### config.mk
export PLATFORM = sky130hd
export DESIGN_NAME = id_vec_sequencer
export DESIGN_NICKNAME = d
export VERILOG_FILES = /design/src/rtl/vp_pkg.sv /design/src/rtl/id_vec_sequencer_ctrl_decode.sv /design/src/rtl/id_vec_sequencer.sv
export SDC_FILE = /design/constraint.sdc
export NUM_CORES = 1
export LEC_CHECK = 0
export BUFFER_PORTS_ARGS = -buffer_cell sky130_fd_sc_hd__clkbuf_2
export CAP_MARGIN = 20
export CORE_MARGIN = 1
export CORE_UTILIZATION = 45
export DETAILED_ROUTE_END_ITERATION = 10
export PLACE_DENSITY = 0.8
export SYNTH_ARGS = -nofsm -noshare
export SYNTH_HDL_FRONTEND = slang
export SYNTH_HIERARCHICAL = 1
export SYNTH_SLANG_ARGS = --single-unit
### constraint.sdc
create_clock -name clk -period 2.5 [get_ports clk]
set_input_delay 0 -clock clk [delete_from_list [all_inputs] [get_ports clk]]
set_output_delay 0 -clock clk [all_outputs]
set_load 0.01 [all_outputs]
### src/rtl/vp_pkg.sv
// Shared vector-processor definitions: opcodes, ALU classes, micro-op tags
// and the control-signal bundle that travels down the ID/EXE register.
package vp_pkg;

    localparam logic [5:0] OP_RTYPE = 6'h00;
    localparam logic [5:0] OP_ADDI  = 6'h08;
    localparam logic [5:0] OP_LW    = 6'h23;
    localparam logic [5:0] OP_SW    = 6'h2B;
    localparam logic [5:0] OP_BEQ   = 6'h04;
    localparam logic [5:0] OP_VEC   = 6'h3F;

    localparam logic [1:0] ALUOP_ADD   = 2'b00;
    localparam logic [1:0] ALUOP_SUB   = 2'b01;
    localparam logic [1:0] ALUOP_FUNCT = 2'b10;

    localparam logic [1:0] TAG_SCALAR = 2'd0;
    localparam logic [1:0] TAG_VEC    = 2'd1;
    localparam logic [1:0] TAG_VLAST  = 2'd2;
    localparam logic [1:0] TAG_BUBBLE = 2'd3;

    typedef enum logic {
        ST_IDLE = 1'b0,
        ST_VSEQ = 1'b1
    } seq_state_e;

    // write_n is the active-low memory write enable
    typedef struct packed {
        logic       reg_dst;
        logic       reg_write;
        logic       mem_to_reg;
        logic       write_n;
        logic       branch;
        logic       alu_src;
        logic [1:0] alu_op;
    } ctrl_t;

    localparam ctrl_t CTRL_BUBBLE = '{
        reg_dst:    1'b0,
        reg_write:  1'b0,
        mem_to_reg: 1'b0,
        write_n:    1'b1,
        branch:     1'b0,
        alu_src:    1'b0,
        alu_op:     2'b00
    };

    function automatic logic [31:0] sign_ext16(input logic [15:0] v);
        return {{16{v[15]}}, v};
    endfunction

endpackage

### src/rtl/id_vec_sequencer_ctrl_decode.sv
// Combinational opcode decoder: opcode -> control bundle, plus flags telling
// whether the opcode is defined at all and whether it is the vector R-type.
module ctrl_decode
    import vp_pkg::*;
(
    input  logic [5:0] opcode,
    output ctrl_t      ctrl,
    output logic       known,
    output logic       is_vec
);

    // Table lookup; undefined opcodes fall back to the bubble bundle
    always_comb begin
        ctrl   = CTRL_BUBBLE;
        known  = 1'b1;
        is_vec = 1'b0;
        case (opcode)
            OP_RTYPE, OP_VEC: begin
                ctrl.reg_dst   = 1'b1;
                ctrl.reg_write = 1'b1;
                ctrl.alu_op    = ALUOP_FUNCT;
                is_vec         = (opcode == OP_VEC);
            end
            OP_ADDI: begin
                ctrl.reg_write = 1'b1;
                ctrl.alu_src   = 1'b1;
                ctrl.alu_op    = ALUOP_ADD;
            end
            OP_LW: begin
                ctrl.reg_write  = 1'b1;
                ctrl.mem_to_reg = 1'b1;
                ctrl.alu_src    = 1'b1;
                ctrl.alu_op     = ALUOP_ADD;
            end
            OP_SW: begin
                ctrl.write_n = 1'b0;
                ctrl.alu_src = 1'b1;
                ctrl.alu_op  = ALUOP_ADD;
            end
            OP_BEQ: begin
                ctrl.branch = 1'b1;
                ctrl.alu_op = ALUOP_SUB;
            end
            default: begin
                known = 1'b0;
            end
        endcase
    end

endmodule

### src/rtl/id_vec_sequencer.sv
// Instruction-decode stage. Scalar ops issue in one cycle; a vector op is
// expanded into vl = shamt+1 element micro-ops tagged with the element index.
//
// Handshake: IF_valid qualifies IF_inst/IF_PC. A word is taken on a rising
// edge where IF_valid=1, flush=0, rst=0 and the sequencer is idle, which is
// exactly when if_stall is low; while if_stall is high IF holds its word and
// the stage ignores it. There is no back-pressure from the EXE side.
module id_vec_sequencer
    import vp_pkg::*;
#(
    parameter int VL_W = 5
) (
    input  logic            clk,
    input  logic            rst,
    input  logic            IF_valid,
    input  logic [31:0]     IF_inst,
    input  logic [15:0]     IF_PC,
    input  logic            flush,
    output logic            if_stall,
    output logic [15:0]     ID_PC,
    output logic [5:0]      ID_opcode,
    output logic [4:0]      ID_rs_addr,
    output logic [4:0]      ID_rt_addr,
    output logic [4:0]      ID_rd_addr,
    output logic [4:0]      ID_shamt,
    output logic [5:0]      ID_funct,
    output logic [31:0]     ID_immd,
    output logic            ID_RegDst,
    output logic            ID_RegWrite,
    output logic            ID_MemtoReg,
    output logic            ID_branch,
    output logic            ID_ALUSrc,
    output logic            ID_write,
    output logic [1:0]      ID_ALUOp,
    output logic [1:0]      next_state,
    output logic [VL_W-1:0] cnt_i,
    output logic            dbg_state
);

    ctrl_t            dec_ctrl;
    logic             dec_known;
    logic             dec_vec;

    // The output registers double as the instruction latch: during a vector
    // sequence only cnt_q, tag_q and stall_q move.
    logic [31:0]      inst_q;
    logic [15:0]      pc_q;
    ctrl_t            ctrl_q;
    logic [1:0]       tag_q;
    logic [VL_W-1:0]  cnt_q;
    logic             stall_q;
    logic [VL_W-1:0]  vl_last_q;
    seq_state_e       state_q;
    logic [VL_W-1:0]  cnt_inc;

    ctrl_decode u_ctrl_decode (
        .opcode (IF_inst[31:26]),
        .ctrl   (dec_ctrl),
        .known  (dec_known),
        .is_vec (dec_vec)
    );

    assign cnt_inc = cnt_q + VL_W'(1);

    // Sequencer FSM and all output registers; rst and flush both force a bubble
    always_ff @(posedge clk) begin
        if (rst || flush) begin
            inst_q    <= '0;
            pc_q      <= '0;
            ctrl_q    <= CTRL_BUBBLE;
            tag_q     <= TAG_BUBBLE;
            cnt_q     <= '0;
            stall_q   <= 1'b0;
            vl_last_q <= '0;
            state_q   <= ST_IDLE;
        end else begin
            case (state_q)
                ST_IDLE: begin
                    inst_q    <= '0;
                    pc_q      <= '0;
                    ctrl_q    <= CTRL_BUBBLE;
                    tag_q     <= TAG_BUBBLE;
                    cnt_q     <= '0;
                    stall_q   <= 1'b0;
                    vl_last_q <= '0;
                    if (IF_valid && dec_known) begin
                        inst_q    <= IF_inst;
                        pc_q      <= IF_PC;
                        ctrl_q    <= dec_ctrl;
                        vl_last_q <= VL_W'(IF_inst[10:6]);
                        if (!dec_vec) begin
                            tag_q <= TAG_SCALAR;
                        end else if (IF_inst[10:6] == 5'd0) begin
                            tag_q <= TAG_VLAST;
                        end else begin
                            tag_q   <= TAG_VEC;
                            stall_q <= 1'b1;
                            state_q <= ST_VSEQ;
                        end
                    end
                end
                ST_VSEQ: begin
                    cnt_q <= cnt_inc;
                    if (cnt_inc == vl_last_q) begin
                        tag_q   <= TAG_VLAST;
                        stall_q <= 1'b0;
                        state_q <= ST_IDLE;
                    end else begin
                        tag_q   <= TAG_VEC;
                        stall_q <= 1'b1;
                    end
                end
                default: begin
                    state_q <= ST_IDLE;
                end
            endcase
        end
    end

    assign if_stall    = stall_q;
    assign ID_PC       = pc_q;
    assign ID_opcode   = inst_q[31:26];
    assign ID_rs_addr  = inst_q[25:21];
    assign ID_rt_addr  = inst_q[20:16];
    assign ID_rd_addr  = inst_q[15:11];
    assign ID_shamt    = inst_q[10:6];
    assign ID_funct    = inst_q[5:0];
    assign ID_immd     = sign_ext16(inst_q[15:0]);
    assign ID_RegDst   = ctrl_q.reg_dst;
    assign ID_RegWrite = ctrl_q.reg_write;
    assign ID_MemtoReg = ctrl_q.mem_to_reg;
    assign ID_branch   = ctrl_q.branch;
    assign ID_ALUSrc   = ctrl_q.alu_src;
    assign ID_write    = ctrl_q.write_n;
    assign ID_ALUOp    = ctrl_q.alu_op;
    assign next_state  = tag_q;
    assign cnt_i       = cnt_q;
    assign dbg_state   = state_q;

endmodule

# ---- Word-level counts from Yosys, hierarchy flattened
# Cells that the tools add are included.
# Widths: inputs -> output; s select.
dict set report op_classes {
  n_mux 24
  n_reduce_logical 8
  n_eq_ne 6
  addsub 1
  bitwise 1
}
# operator count
set op_table {}
lappend op_table {{$mux 32} 1}
lappend op_table {{$eq 6x6->1 const B} 3}
lappend op_table {{$mux 16} 1}
lappend op_table {{$mux 1} 12}
lappend op_table {{$pmux 5 s2} 1}
lappend op_table {{$mux 2} 4}
lappend op_table {{$mux 8} 1}
lappend op_table {{$pmux 2 s2} 2}
lappend op_table {{$eq 6x3->1 const B} 1}
lappend op_table {{$eq 6x4->1 const B} 1}
lappend op_table {{$logic_not 6->1} 1}
lappend op_table {{$reduce_or 6->1} 1}
lappend op_table {{$add 5x1->5 const B} 1}
lappend op_table {{$eq 5x5->1} 1}
lappend op_table {{$logic_not 5->1} 1}
lappend op_table {{$mux 5} 1}
lappend op_table {{$reduce_or 4->1} 1}
lappend op_table {{$reduce_or 3->1} 1}
lappend op_table {{$pmux 1 s2} 1}
lappend op_table {{$reduce_or 2->1} 1}
lappend op_table {{$logic_and 1x1->1} 1}
lappend op_table {{$logic_or 1x1->1} 1}
lappend op_table {{$not 1->1} 1}
dict set report totals {
  wordCells 53
  in_bits 52
  out_inout_bits 97
  reg_bits 69
}

# ---- Longest topological paths before layout
# Gate-level depths: netlist of the first run.
dict set report logic_depth {
  ltp_word 6
  ltp_mapped 8
  ltp_nobuf 6
}

# ---- By module
# The synthesis of the first run kept the hierarchy.
# mod cells_each seq_area_each_um2 area_each_um2 instances
set by_module_without_submodules {}
lappend by_module_without_submodules {id_vec_sequencer 202 1281.2 2374.8 1}
lappend by_module_without_submodules {ctrl_decode 20 0.0 153.9 1}

# ---- Worst setup path before layout of the first run
# No wires, ideal clock.
dict set report synth_timing {
  kind {register -> register}
  start {register cnt_q[0] (netlist: cnt_i[0])}
  end {register state_q (netlist: dbg_state)}
  stages_incl_launch_ff 6
  n_path_buf 0
  synth_period_minus_slack_ps 1421
  t_arrival_ps 1306
  slack_ps 1079
  cell_sequence {dfxtp_1 -> ha_1 -> xnor2_1 -> xor2_1 -> a41oi_1 -> o21a_1}
}
dict set report synth_between {
  elab_chain_cells 4
}
# element line
set synth_rtl {}
lappend synth_rtl {{from (decl)} id_vec_sequencer.sv:50} ;# logic [VL_W-1:0] cnt_q;
lappend synth_rtl {{from (signal assigned)} id_vec_sequencer.sv:103} ;# cnt_q <= cnt_inc;
lappend synth_rtl {{$add 5x1->5} id_vec_sequencer.sv:63} ;# assign cnt_inc = cnt_q + VL_W'(1);
lappend synth_rtl {{$eq 5x5->1} id_vec_sequencer.sv:104} ;# if (cnt_inc == vl_last_q) begin
lappend synth_rtl {{$mux 1} id_vec_sequencer.sv:104}
lappend synth_rtl {{$pmux 1 s2} id_vec_sequencer.sv:77} ;# case (state_q)
lappend synth_rtl {{to (signal assigned)} id_vec_sequencer.sv:75} ;# state_q <= ST_IDLE;
lappend synth_rtl {{to (signal assigned)} id_vec_sequencer.sv:107} ;# state_q <= ST_IDLE;
lappend synth_rtl {{to (signal assigned)} id_vec_sequencer.sv:114} ;# state_q <= ST_IDLE;
lappend synth_rtl {{to (decl)} id_vec_sequencer.sv:53} ;# seq_state_e state_q;
# No other way between the ends.
# A chain may end at the register's enable or synchronous reset.

# ---- Worst setup path after layout of the first run
dict set report layout_timing {
  start {input port IF_inst[28]}
  end {register pc_q[14] (netlist: ID_PC[14])}
}
dict set report layout_between {
  elab_chain_cells 5
  elab_cells_between_ends 10
}
# element line
set layout_rtl {}
lappend layout_rtl {{from (decl)} id_vec_sequencer.sv:16} ;# input logic [31:0] IF_inst,
lappend layout_rtl {{$eq 6x4->1 (tied with other cells)} id_vec_sequencer_ctrl_decode.sv:17} ;# case (opcode)
lappend layout_rtl {{$reduce_or 6->1 (no source line) *} --}
lappend layout_rtl {{$mux 1 *} id_vec_sequencer_ctrl_decode.sv:17}
lappend layout_rtl {{via dec_known} id_vec_sequencer.sv:41} ;# logic dec_known;
lappend layout_rtl {{$logic_and 1x1->1 *} id_vec_sequencer.sv:86} ;# if (IF_valid && dec_known) begin
lappend layout_rtl {{$mux 16 *} id_vec_sequencer.sv:86}
lappend layout_rtl {{to (signal assigned)} id_vec_sequencer.sv:69} ;# pc_q <= '0;
lappend layout_rtl {{to (signal assigned)} id_vec_sequencer.sv:80} ;# pc_q <= '0;
lappend layout_rtl {{to (signal assigned)} id_vec_sequencer.sv:88} ;# pc_q <= IF_PC;
lappend layout_rtl {{to (decl)} id_vec_sequencer.sv:47} ;# logic [15:0] pc_q;
# The timed path passes the listed nets; every way through them passes the cells marked *.

==> impl_summary.log, run 1 <==
INFO  metric status = complete, no violations
INFO  metric wl = 6490 µm
INFO  metric worstSkewPairLatency = 0.33 ns
INFO  metric synth-edff-count = 0
INFO  metric crit_path_max_cell_delay = 0.56 ns
INFO  metric maximum_number_of_pins_on_one_net_before_global_route_repair = 46
INFO  metric grt_overflow = 0
INFO  metric timing.slew.headroom = 0.663
INFO  metric report.final.setup_viol = 0
INFO  metric fin_skew = 0.0129 ns
INFO  metric die_x = 77.0 µm
INFO  metric timing.critical_path.cells = dlygate4sd3_1 -> clkbuf_2 -> a2111o_1 -> o22ai_1 -> nand3_2 -> nor3_4 -> buf_4 -> a22o_1
INFO  metric finish.instance_area = 0.00371 mm²
INFO  metric post_drt_via_cell_ratio = 5.02
INFO  metric yosysTopAreaCell = sky130_fd_sc_hd__dfxtp_1
INFO  metric crit_path_max_fanout = 45
INFO  metric synth_ff_type = sky130_fd_sc_hd__dfxtp_1
INFO  metric max_slew.worst_pin.slew = 0.505 ns
INFO  metric rsz0062_at_grt = no
INFO  metric firstDrtPassIters = 4
INFO  metric asyncSetResetFlopFracSynth = 0
INFO  metric cts_setup_buffers = 0
INFO  metric coreArea = 0.00527 mm²
INFO  metric p_leak = 1.79 nW
INFO  metric wl_per_cell = 14.0 µm
INFO  metric synth_warnings = 6
INFO  metric cts_buf_count = 9
INFO  metric clk_path_buf_depth = 2
INFO  metric final_layout_size_suffix_gt1_frac = 0.438
INFO  metric peakVddDrop = 0.337 mV
INFO  metric seq_power_share = 0.512
INFO  metric synth_commonest_cells = 64 x sky130_fd_sc_hd__dfxtp_1, 55 x sky130_fd_sc_hd__a22o_1, 37 x sky130_fd_sc_hd__buf_4
INFO  metric route.detailed.drc = 0
INFO  metric final_critical_path_setup_slack = 0.523 ns
INFO  metric yosysMostFrequentCell = sky130_fd_sc_hd__dfxtp_1
INFO  metric antenna_found_initial = 0
INFO  metric cts.sink_count = 64
INFO  metric grt_usage = 0.232
INFO  metric synthesis.area_per_instance = 11.4 µm²
INFO  metric period_minus_slack = 1.98 ns
INFO  metric cap_viol_max_count = 0
INFO  metric synthesis.area = 0.00253 mm²
INFO  metric final_antenna_net_count = 0
INFO  metric cts-resized-gates = 0
INFO  metric clock_power_share = 0.414
INFO  metric die_area = 0.00592 mm²
INFO  metric dieHeight = 77.0 µm
INFO  metric routed-via-count = 2326
INFO  metric clk_pin_slew = 0.06 ns
INFO  metric dp_slack = 0.754 ns
INFO  metric htree_levels = 3
INFO  metric power.net_switching = 428 µW
INFO  metric antenna_cells = 0
INFO  metric hold_path.class = input port to flop
INFO  metric critical_path_buf_inv_count = 3
INFO  metric cp_slowest_cell = sky130_fd_sc_hd__dlygate4sd3_1
INFO  metric finalCritPeriodShare = 0.791
INFO  metric port-buffer-count = 148
INFO  metric post-synth-top-area-fraction = 0.507
INFO  metric post_synthesis_net_count = 275
INFO  metric clock-root-buffer = sky130_fd_sc_hd__clkbuf_8
INFO  metric nNetsFinal = 441
INFO  metric max_freq = 506 MHz
INFO  metric cts_tree = done
INFO  metric worst_setup_path_start_kind = input port
INFO  metric worstSetupEndpointType = flop
INFO  metric netlist_instances = 222
INFO  metric arrival = 2.24 ns
INFO  metric comb_power_share = 0.074
INFO  metric power_report.internal_total = 1.58 mW
INFO  metric place_area = 0.00305 mm²
INFO  metric p_per_area = 541 mW/mm²
INFO  metric path_class = input port to flop
INFO  metric synth.distinct_cells = 37
INFO  metric globalplace.congestion = 0.734
INFO  metric num_io_pins = 149
INFO  metric row_count = 26
INFO  metric finalHoldViolCount = 0
INFO  metric dr.first_iter.drc_count = 55
INFO  metric p_sw_frac = 0.213
INFO  metric report.final.slew_viol_count = 0
INFO  metric area.growth.synth_to_final = 46.6%
INFO  metric synth_area_leaders = sky130_fd_sc_hd__dfxtp_1 51%, sky130_fd_sc_hd__a22o_1 19%, sky130_fd_sc_hd__buf_4 11%, sky130_fd_sc_hd__buf_6 2.2%, sky130_fd_sc_hd__nor2_1 1.6%
INFO  metric grt_pass1_vias = 2233
INFO  metric required = 2.77 ns
INFO  metric fin_setup_tns = 0 ns
INFO  metric cp_delay_by_family_top = buffers and inverters
INFO  metric post-route-util = 0.703
INFO  metric effective_utilization_at_floorplan = 0.480
INFO  metric post_dp_hpwl = 3970 µm
INFO  metric total_power = 2.00 mW
INFO  metric grt_first_pass_wirelength = 10700 µm
INFO  metric yosys_register_bits = 64
INFO  metric seq_area_frac_synth = 0.507
-- sequential cells by signal (all words and copies together) (netlist names), 2 cells and up --
name,flops
ID_ALUOp,2
ID_PC,16
cnt_i,5
inst_q,32
next_state,2
-- cells by family (layout without fill, tap and decap cells) --
logic type	after synthesis	in the layout	share of synthesized area
fa+ha+maj	1	1	0.00495
compound gates	68	68	0.227
xor+xnor	9	9	0.0371
simple gates	32	32	0.0826
flops	64	64	0.507
buf+inv	48	219	0.142
-- per-stage QoR --
stage,std cells,hold slack (ns)
after floorplan,222,0.125
after global placement,399,0.209
after detailed placement,399,0.215
after CTS,463,0.0295
after global routing,463,0.0558
final,463,0.0524
-- cells in the final DEF (no fill, tap or decap), drive strengths merged, types with 2 or more instances in the layout --
cell	instances
clkbuf	161
dfxtp	64
a22o	55
dlygate4sd3	48
nor2	11
nand3	5
nand2	4
xnor2	4
xor2	4
buf	4
nor3	4
o22ai	3
inv	3
a21oi	2
or3	2
-- metal layers --
layer  track usage  part of all wire  wire (µm)  up-vias
met5             0                 0          0        -
met4         0.125             0.032        208        0
met3        0.0536             0.058        377       20
met2         0.398              0.50       3270      104
met1         0.267              0.41       2640     1089
li1              -                 -          -     1113
-- cell type report --
class,count,area [µm²]
fill,406,1560
timing repair buffer,200,1250
tap,70,87.6
sequential,64,1280
clock buffer,13,139
clock inverter,3,42.5
inverter,3,11.3
multi-input combinational,110,895
-- what timing repair did --
item | in CTS | in global routing
endpoints found under the hold margin | 48 | 0
hold buffers | 48 | 0
endpoints found under the setup margin | 0 | 0
-- worst min-delay path: cells and delay by family --
| family | cells | cell delay [ns] |
|---|---|---|
| AND/OR/NAND/NOR | 1 | 0.09 |
| buffers and inverters | 1 | 0.15 |
| AO/OA/AOI/OAI | 1 | 0.08 |
-- path summary, 6_finish.rpt --
kind / startpoint / to / slack (ns) / cells after the start
setup / recovery: IF_inst[28] / ID_PC[14]$_SDFFE_PP0N_ / 0.52 / 8
setup reg to reg: cnt_i[0]$_SDFF_PP0_ / dbg_state$_SDFF_PP0_ / 0.97 / 5
hold reg to reg: ID_PC[12]$_SDFFE_PP0N_ / ID_PC[12]$_SDFFE_PP0N_ / 0.48 / 1
hold / removal: rst / next_state[1]$_SDFF_PP1_ / 0.05 / 3
-- power by group through the flow --
stage | Clock [mW] | Sequential, mW | Combinational, mW
after detailed placement | 0 | 1.05 | 0.0847
final | 0.830 | 1.03 | 0.148
after floorplan | 0 | 1.05 | 0.0254
after CTS | 0.847 | 1.03 | 0.144
after global placement | 0 | 1.05 | 0.0827
after global routing | 0.905 | 1.03 | 0.159
(Power assumes the default switching activity.)
==> inputs of run 2 (changes only) <==
--- a/config.mk
+++ b/config.mk
@@ -5,12 +5,13 @@
 export SDC_FILE = /design/constraint.sdc
 export NUM_CORES = 1
 export LEC_CHECK = 0
+export ABC_AREA = 1
 export BUFFER_PORTS_ARGS = -buffer_cell sky130_fd_sc_hd__clkbuf_2
 export CAP_MARGIN = 20
 export CORE_MARGIN = 1
-export CORE_UTILIZATION = 45
+export CORE_UTILIZATION = 44
 export DETAILED_ROUTE_END_ITERATION = 10
-export PLACE_DENSITY = 0.8
+export PLACE_DENSITY = 0.78
 export SYNTH_ARGS = -nofsm -noshare
 export SYNTH_HDL_FRONTEND = slang
 export SYNTH_HIERARCHICAL = 1
==> constraint.sdc (replaced) <==
create_clock -name clk -period 2 [get_ports clk]
set_input_delay 0 -clock clk [delete_from_list [all_inputs] [get_ports clk]]
set_output_delay 0 -clock clk [all_outputs]
set_load 0.01 [all_outputs]
==> impl_summary.log, run 2 <==
INFO  metric clk_path_buf_depth = 2 (unchanged)
INFO  metric status = complete, no violations
INFO  metric effective_utilization_at_floorplan = 0.467 (-0.0131)
INFO  metric die_area = 0.00626 mm² (+5.7%)
INFO  metric finalCritPeriodShare = 0.908
INFO  metric max_freq = 551 MHz
INFO  metric netlist_instances = 273 (+23%)
INFO  metric crit_path_max_fanout = 15 (-67%)
INFO  metric timing.rr.start = dbg_state$_SDFF_PP0_
INFO  metric cap_viol_max_count = 0 (unchanged)
INFO  metric asyncSetResetFlopFracSynth = 0 (unchanged)
INFO  metric hold-path-endpoint = dbg_state$_SDFF_PP0_
INFO  metric firstDrtPassIters = 4 (unchanged)
INFO  metric yosysMostFrequentCell = sky130_fd_sc_hd__dfxtp_1
INFO  metric comb_power_share = 0.073 (about the same)
INFO  metric yosysTopAreaCell = sky130_fd_sc_hd__dfxtp_1
INFO  metric port-buffer-count = 148 (unchanged)
INFO  metric clock_power_share = 0.429 (+0.015)
INFO  metric worstSkewPairLatency = 0.33 ns (about the same)
INFO  metric seq_power_share = 0.497 (-0.015)
INFO  metric peakVddDrop = 0.391 mV (+16%)
INFO  metric grt_overflow = 0 (unchanged)
INFO  metric cp_slowest_cell = sky130_fd_sc_hd__dlygate4sd3_1
INFO  metric p_leak = 1.99 nW (+11%)
INFO  metric final_cells = 519 (+12%)
INFO  metric cts-hold-fix-buffers = 50 (+4.2%)
INFO  metric mostFrequentLayoutCell = sky130_fd_sc_hd__clkbuf_2
INFO  metric path_class = input port to flop
INFO  metric synthesis.area = 0.00262 mm² (+3.5%)
INFO  metric post_dp_hpwl = 4380 µm (+10%)
INFO  metric wl = 6940 µm (+6.9%)
INFO  metric seq_area_frac_synth = 0.489 (-0.0172)
INFO  metric dieHeight = 79.1 µm (+2.8%)
INFO  metric cts_buf_count = 9 (unchanged)
INFO  metric antenna_cells = 0 (unchanged)
INFO  metric hp-start = IF_valid
INFO  metric p_sw_frac = 0.210 (-0.00292)
INFO  metric htree_levels = 3 (unchanged)
INFO  metric hold_path.class = input port to flop
INFO  metric routed-via-count = 2456 (+5.6%)
INFO  metric grt_first_pass_wirelength = 11000 µm (+2.9%)
INFO  metric post_synthesis_net_count = 326 (+19%)
INFO  metric arrival = 2.02 ns (-0.22 ns)
INFO  metric timing.critical_path.cells = dlygate4sd3_1 -> clkbuf_2 -> nor2_1 -> nand3_2 -> nand2_1 -> nor2_2 -> nand2_1 -> nand2_1 -> inv_1 -> nand2_2 -> nor2_4 -> buf_4 -> inv_2 -> o22a_1
INFO  metric synth_warnings = 6 (unchanged)
INFO  metric final_antenna_net_count = 0 (unchanged)
INFO  metric reg2reg_end = ID_write$_SDFFE_PP1N_
INFO  metric num_io_pins = 149 (unchanged)
INFO  metric layout.cells.most_common_list = 148 x sky130_fd_sc_hd__clkbuf_2, 64 x sky130_fd_sc_hd__dfxtp_1, 50 x sky130_fd_sc_hd__a22o_1, 50 x sky130_fd_sc_hd__dlygate4sd3_1, 36 x sky130_fd_sc_hd__nand2_1
INFO  metric post-synth-top-area-fraction = 0.489 (-0.0172)
INFO  metric grt_usage = 0.231 (-0.00145)
INFO  metric clock-root-buffer = sky130_fd_sc_hd__clkbuf_8
INFO  metric cts.sink_count = 64 (unchanged)
INFO  metric required = 2.20 ns (-0.57 ns)
INFO  metric synth_ff_type = sky130_fd_sc_hd__dfxtp_1
INFO  metric max_slew.worst_pin.slew = 0.536 ns (+0.0311 ns)
INFO  metric coreArea = 0.00561 mm² (+6.4%)
INFO  metric power_report.internal_total = 2.04 mW (+29%)
INFO  metric power.net_switching = 544 µW (+27%)
INFO  metric report.final.slew_viol_count = 0 (unchanged)
INFO  metric cts-resized-gates = 0 (unchanged)
INFO  metric p_per_area = 674 mW/mm² (+25%)
INFO  metric clk_pin_slew = 0.06 ns (about the same)
INFO  metric rrSetupSlack = 0.50 ns (-0.47 ns)
INFO  metric hold-path-cell-count = 5 (+2)
INFO  metric synth-edff-count = 0 (unchanged)
INFO  metric crit_path_max_cell_delay = 0.54 ns (-0.02 ns)
INFO  metric dr.first_iter.drc_count = 77 (+40%)
INFO  metric grt_pass1_vias = 2370 (+6.1%)
INFO  metric total_power = 2.58 mW (+29%)
INFO  metric yosys_register_bits = 64 (unchanged)
INFO  metric report.final.setup_viol = 0 (unchanged)
INFO  metric final_layout_size_suffix_gt1_frac = 0.416 (-0.0216)
INFO  metric largest_register_ffs = 32 (unchanged)
INFO  metric synth_commonest_cells = 64 x sky130_fd_sc_hd__dfxtp_1, 50 x sky130_fd_sc_hd__a22o_1, 36 x sky130_fd_sc_hd__buf_4, 36 x sky130_fd_sc_hd__nand2_1, 24 x sky130_fd_sc_hd__inv_1
INFO  metric final_critical_path_setup_slack = 0.185 ns (-0.338 ns)
INFO  metric antenna_found_initial = 0 (unchanged)
INFO  metric cell_occurring_most_often_along_the_worst_timing_path = sky130_fd_sc_hd__nand2_1
INFO  metric r2r_cells = 4 (-1)
INFO  metric rsz0062_at_grt = no
INFO  metric synth.distinct_cells = 23 (-38%)
INFO  metric maximum_number_of_pins_on_one_net_before_global_route_repair = 28 (-39%)
INFO  metric critical_path_buf_inv_count = 5 (+2)
INFO  metric wl_per_cell = 13.4 µm (-4.6%)
INFO  metric worstSetupEndpointType = flop
INFO  metric finalHoldViolCount = 0 (unchanged)
INFO  metric nNetsFinal = 495 (+12%)
INFO  metric route.detailed.drc = 0 (unchanged)
INFO  metric synth_area_leaders = sky130_fd_sc_hd__dfxtp_1 49%, sky130_fd_sc_hd__a22o_1 17%, sky130_fd_sc_hd__buf_4 10%, sky130_fd_sc_hd__nand2_1 5.2%, sky130_fd_sc_hd__inv_1 3.4%
INFO  metric synthesis.area_per_instance = 9.59 µm² (-16%)
INFO  metric cp_delay_by_family_top = buffers and inverters
INFO  metric dp_cells = 453 (+14%)
INFO  metric cts_setup_buffers = 0 (unchanged)
INFO  metric dp_slack = 0.440 ns (-0.314 ns)
INFO  metric area.growth.synth_to_final = 46.4%
INFO  metric row_count = 27 (+3.8%)
INFO  metric timing.slew.headroom = 0.642 (-0.0207)
INFO  metric die_x = 79.1 µm (+2.8%)
INFO  metric post_drt_via_cell_ratio = 4.73 (-5.8%)
INFO  metric top_register = inst_q
INFO  metric fin_skew = 0.0104 ns (-0.00247 ns)
INFO  metric fin_setup_tns = 0 ns (unchanged)
INFO  metric hold_ws = 0.0602 ns (+0.00771 ns)
INFO  metric worst_setup_path_start_kind = input port
INFO  metric cts_tree = done
INFO  metric nFillCells = 489 (+20%)
INFO  metric globalplace.congestion = 0.780 (+6.3%)
INFO  metric period_minus_slack = 1.82 ns
run 2: cell types whose count changed after synthesis, sizes merged, moves of 3 or more:
cell	change
xor2	-4
inv	+25
xnor2	-4
a22o	-5
nand3	+9
o21ai	+5
nor2	+8
nor3	-3
nand2	+35
run 2: metal layers:
| layer | up-vias | part of all wire | global-route usage |
|---|---|---|---|
| met5 | - | 0 | 0 |
| met3 | 16 | 0.045 | 0.0655 |
| met1 | 1113 | 0.41 | 0.250 |
| li1 | 1232 | - | - |
| met2 | 95 | 0.52 | 0.408 |
| met4 | 0 | 0.024 | 0.116 |
run 2: metrics by stage:
stage	area [µm²]	util
5_1_grt	3830	0.683
6_report	3830	0.683
3_5_place_dp	3130	0.559
2_1_floorplan	2620	-
4_1_cts	3830	0.683
3_3_place_gp	3130	0.559
run 2: layout make-up:
class,count,area [µm²],share of cell area
timing repair buffer,203,1280,0.334
sequential,64,1280,0.334
clock buffer,13,159,0.0415
inverter,28,105,0.0274
multi-input combinational,136,878,0.229
clock inverter,3,40.0,0.0104
tap,72,90.1,0.0235
run 2: tightest hold or removal path: stages:
cell,delay (ns)
sky130_fd_sc_hd__clkbuf_2,0.08
sky130_fd_sc_hd__nand2_1,0.05
sky130_fd_sc_hd__inv_1,0.06
sky130_fd_sc_hd__nand3_1,0.08
sky130_fd_sc_hd__a21oi_1,0.06
run 2: power groups by stage:
stage               Combinational (mW)  Clock (mW)  Sequential, mW
global route                     0.206        1.22            1.28
floorplan                       0.0399           0            1.32
finish                           0.189        1.11            1.28
detailed placement               0.107           0            1.31
global placement                 0.106           0            1.31
CTS                              0.184        1.13            1.28
run 2: kinds of logic after synthesis:
logic type	count (synthesis)	share of synthesized area
and+or+nand+nor	76	0.144
buffers and inverters	73	0.175
DFF	64	0.489
AOI/OAI and AO/OA	59	0.186
adders and majority gates	1	0.00478
run 2: how the worst max path moves through the flow:
stage	from	end	slack [ns]	depth (start not counted)
2_1_floorplan	cnt_i[0]$_SDFF_PP0_	dbg_state$_SDFF_PP0_	0.62	10
5_1_grt	IF_inst[29]	ID_write$_SDFFE_PP1N_	0.05	14
4_1_cts	IF_inst[29]	ID_write$_SDFFE_PP1N_	0.23	14
3_3_place_gp	IF_inst[29]	inst_q[17]$_SDFFE_PP0N_	0.53	12
3_5_place_dp	IF_inst[29]	ID_write$_SDFFE_PP1N_	0.44	13
6_report	IF_inst[29]	ID_write$_SDFFE_PP1N_	0.18	14
==> inputs of run 3 (changes only) <==
--- a/config.mk
+++ b/config.mk
@@ -7,11 +7,12 @@
 export LEC_CHECK = 0
 export ABC_AREA = 1
 export BUFFER_PORTS_ARGS = -buffer_cell sky130_fd_sc_hd__clkbuf_2
-export CAP_MARGIN = 20
+export CAP_MARGIN = 0
 export CORE_MARGIN = 1
 export CORE_UTILIZATION = 44
 export DETAILED_ROUTE_END_ITERATION = 10
 export PLACE_DENSITY = 0.78
+export RECOVER_POWER = 100
 export SYNTH_ARGS = -nofsm -noshare
 export SYNTH_HDL_FRONTEND = slang
 export SYNTH_HIERARCHICAL = 1
==> impl_summary.log, run 3 (same netlist as run 2, synthesis figures left out) <==
INFO  metric clock_power_share = 0.429 (about the same)
INFO  metric dr.first_iter.drc_count = 112 (+45%)
INFO  metric period_minus_slack = 1.83 ns (+0.0120 ns)
INFO  metric firstDrtPassIters = 4 (unchanged)
INFO  metric timing.rr.start = dbg_state$_SDFF_PP0_
INFO  metric fin_skew = 0.0127 ns (+0.00234 ns)
INFO  metric nNetsFinal = 495 (unchanged)
INFO  metric max_freq = 547 MHz (-0.66%)
INFO  metric dieHeight = 79.1 µm (unchanged)
INFO  metric grt_overflow = 0 (unchanged)
INFO  metric rsz0062_at_grt = no
INFO  metric die_area = 0.00626 mm² (unchanged)
INFO  metric power.net_switching = 540 µW (-0.62%)
INFO  metric peakVddDrop = 0.390 mV (-0.20%)
INFO  metric cap_viol_max_count = 0 (unchanged)
INFO  metric top_register = inst_q
INFO  metric route.detailed.drc = 0 (unchanged)
INFO  metric cts-resized-gates = 0 (unchanged)
INFO  metric cp_slowest_cell = sky130_fd_sc_hd__dlygate4sd3_1
INFO  metric p_sw_frac = 0.210 (-0.000794)
INFO  metric wl_per_cell = 13.5 µm (+1.1%)
INFO  metric grt_pass1_vias = 2370 (unchanged)
INFO  metric clock-root-buffer = sky130_fd_sc_hd__clkbuf_8
INFO  metric cell_occurring_most_often_along_the_worst_timing_path = sky130_fd_sc_hd__nand2_1
INFO  metric clk_path_buf_depth = 2 (unchanged)
INFO  metric fin_setup_tns = 0 ns (unchanged)
INFO  metric required = 2.20 ns (about the same)
INFO  metric p_leak = 1.63 nW (-18%)
INFO  metric status = complete, no violations
INFO  metric path_class = input port to flop
INFO  metric cts.sink_count = 64 (unchanged)
INFO  metric seq_power_share = 0.499 (+0.002)
INFO  metric worstSetupEndpointType = flop
INFO  metric final_critical_path_setup_slack = 0.173 ns (-0.0120 ns)
INFO  metric hold-path-endpoint = dbg_state$_SDFF_PP0_
INFO  metric port-buffer-count = 148 (unchanged)
INFO  metric htree_levels = 3 (unchanged)
INFO  metric final_layout_size_suffix_gt1_frac = 0.195 (-0.221)
INFO  metric comb_power_share = 0.072 (about the same)
INFO  metric post-route-util = 0.660 (-0.0239)
INFO  metric die_x = 79.1 µm (unchanged)
INFO  metric hold-path-cell-count = 4 (-1)
INFO  metric hold_path.class = input port to flop
INFO  metric num_io_pins = 149 (unchanged)
INFO  metric power_report.internal_total = 2.04 mW (-0.14%)
INFO  metric max_slew.worst_pin.slew = 0.600 ns (+0.0631 ns)
INFO  metric crit_path_max_cell_delay = 0.54 ns (about the same)
INFO  metric effective_utilization_at_floorplan = 0.467 (unchanged)
INFO  metric finalHoldViolCount = 0 (unchanged)
INFO  metric critPathLaunch = IF_inst[29]
INFO  metric cp_delay_by_family_top = buffers and inverters
INFO  metric dp_slack = 0.440 ns (unchanged)
INFO  metric antenna_found_initial = 0 (unchanged)
INFO  metric total_power = 2.58 mW (-0.24%)
INFO  metric wl = 7020 µm (+1.1%)
INFO  metric hp-start = flush
INFO  metric timing.slew.headroom = 0.599 (-0.0425)
INFO  metric cts_tree = done
INFO  metric clk_pin_slew = 0.06 ns (about the same)
INFO  metric layout.cells.most_common_list = 100 x sky130_fd_sc_hd__clkbuf_1, 64 x sky130_fd_sc_hd__dfxtp_1, 51 x sky130_fd_sc_hd__clkbuf_2, 50 x sky130_fd_sc_hd__a22o_1, 50 x sky130_fd_sc_hd__dlygate4sd3_1
INFO  metric mostFrequentLayoutCell = sky130_fd_sc_hd__clkbuf_1
INFO  metric globalplace.congestion = 0.780 (unchanged)
INFO  metric maximum_number_of_pins_on_one_net_before_global_route_repair = 28 (unchanged)
INFO  metric largest_register_ffs = 32 (unchanged)
INFO  metric worstSkewPairLatency = 0.33 ns (about the same)
INFO  metric row_count = 27 (unchanged)
INFO  metric p_per_area = 697 mW/mm² (+3.4%)
INFO  metric arrival = 2.03 ns (about the same)
INFO  metric finalCritPeriodShare = 0.914 (+0.00602)
INFO  metric post_dp_hpwl = 4380 µm (unchanged)
INFO  metric grt_usage = 0.231 (unchanged)
INFO  metric worst_setup_path_start_kind = input port
INFO  metric report.final.setup_viol = 0 (unchanged)
INFO  metric rrSetupSlack = 0.19 ns (-0.31 ns)
INFO  metric crit_path_max_fanout = 15 (unchanged)
INFO  metric coreArea = 0.00561 mm² (unchanged)
INFO  metric antenna_cells = 0 (unchanged)
INFO  metric post_drt_via_cell_ratio = 4.74 (+0.24%)
INFO  metric reg2reg_end = ID_write$_SDFFE_PP1N_
INFO  metric cts_buf_count = 9 (unchanged)
INFO  metric critical_path_buf_inv_count = 5 (unchanged)
INFO  metric report.final.slew_viol_count = 0 (unchanged)
INFO  metric routed-via-count = 2462 (+0.24%)
INFO  metric grt_first_pass_wirelength = 11000 µm (unchanged)
INFO  metric area.growth.synth_to_final = 41.3%
INFO  metric final_antenna_net_count = 0 (unchanged)
INFO  metric r2r_cells = 4 (unchanged)
INFO  metric hold_ws = 0.0351 ns (-0.0251 ns)
INFO  metric timing.critical_path.cells = dlygate4sd3_1 -> clkbuf_1 -> nor2_1 -> nand3_2 -> nand2_1 -> nor2_2 -> nand2_1 -> nand2_1 -> inv_1 -> nand2_2 -> nor2_4 -> buf_4 -> inv_2 -> o22a_1
run 3: changes by cell type in the layout (fill, tap and decap cells not counted), sizes merged:
cell / before / now
buf: 5 / 4
clkbuf: 161 / 162
run 3: layout make-up:
class | instances | area (µm²)
Sequential cell | 64 | 1280
Timing Repair Buffer | 203 | 1150
Clock buffer | 13 | 159
Fill cell | 539 | 1910
Clock inverter | 3 | 40.0
Inverter | 28 | 105
Multi-Input combinational cell | 136 | 870
Tap cell | 72 | 90.1
run 3: worst max path at each step:
stage               cells after the start                       to  slack [ns]
global route                           14    ID_write$_SDFFE_PP1N_        0.03
finish                                 14    ID_write$_SDFFE_PP1N_        0.17
floorplan                              10     dbg_state$_SDFF_PP0_        0.62
detailed placement                     13    ID_write$_SDFFE_PP1N_        0.44
CTS                                    14    ID_write$_SDFFE_PP1N_        0.23
global placement                       12  inst_q[17]$_SDFFE_PP0N_        0.53
run 3: metal layers:
metal,track usage,routed length [µm],vias up
met5,0,0,-
met3,0.0655,313,18
met2,0.408,3640,89
met1,0.250,2890,1125
li1,-,-,1230
met4,0.116,178,0
run 3: power groups by stage:
stage          registers, mW  clock network (mW)  logic (mW)
2_1_floorplan           1.32                   0      0.0399
3_3_place_gp            1.31                   0       0.106
3_5_place_dp            1.31                   0       0.107
4_1_cts                 1.28                1.13       0.184
5_1_grt                 1.28                1.22       0.202
6_report                1.28                1.11       0.186
run 3: timing repair:
| action | CTS | global route |
|---|---|---|
| hold buffers | 50 | 0 |
| endpoints found under the hold margin | 49 | 0 |
| setup buffers | 0 | 0 |
run 3: through the flow:
step | std cells | instance area (µm²)
2_1_floorplan | 273 | 2620
3_3_place_gp | 453 | 3130
3_5_place_dp | 453 | 3130
4_1_cts | 519 | 3830
5_1_grt | 519 | 3700
6_report | 519 | 3700
run 3: worst min-delay path: cells and delay by family:
kind            cells  cell delay [ns]
compound gates      1             0.05
buf+inv             2             0.20
simple gates        1             0.05
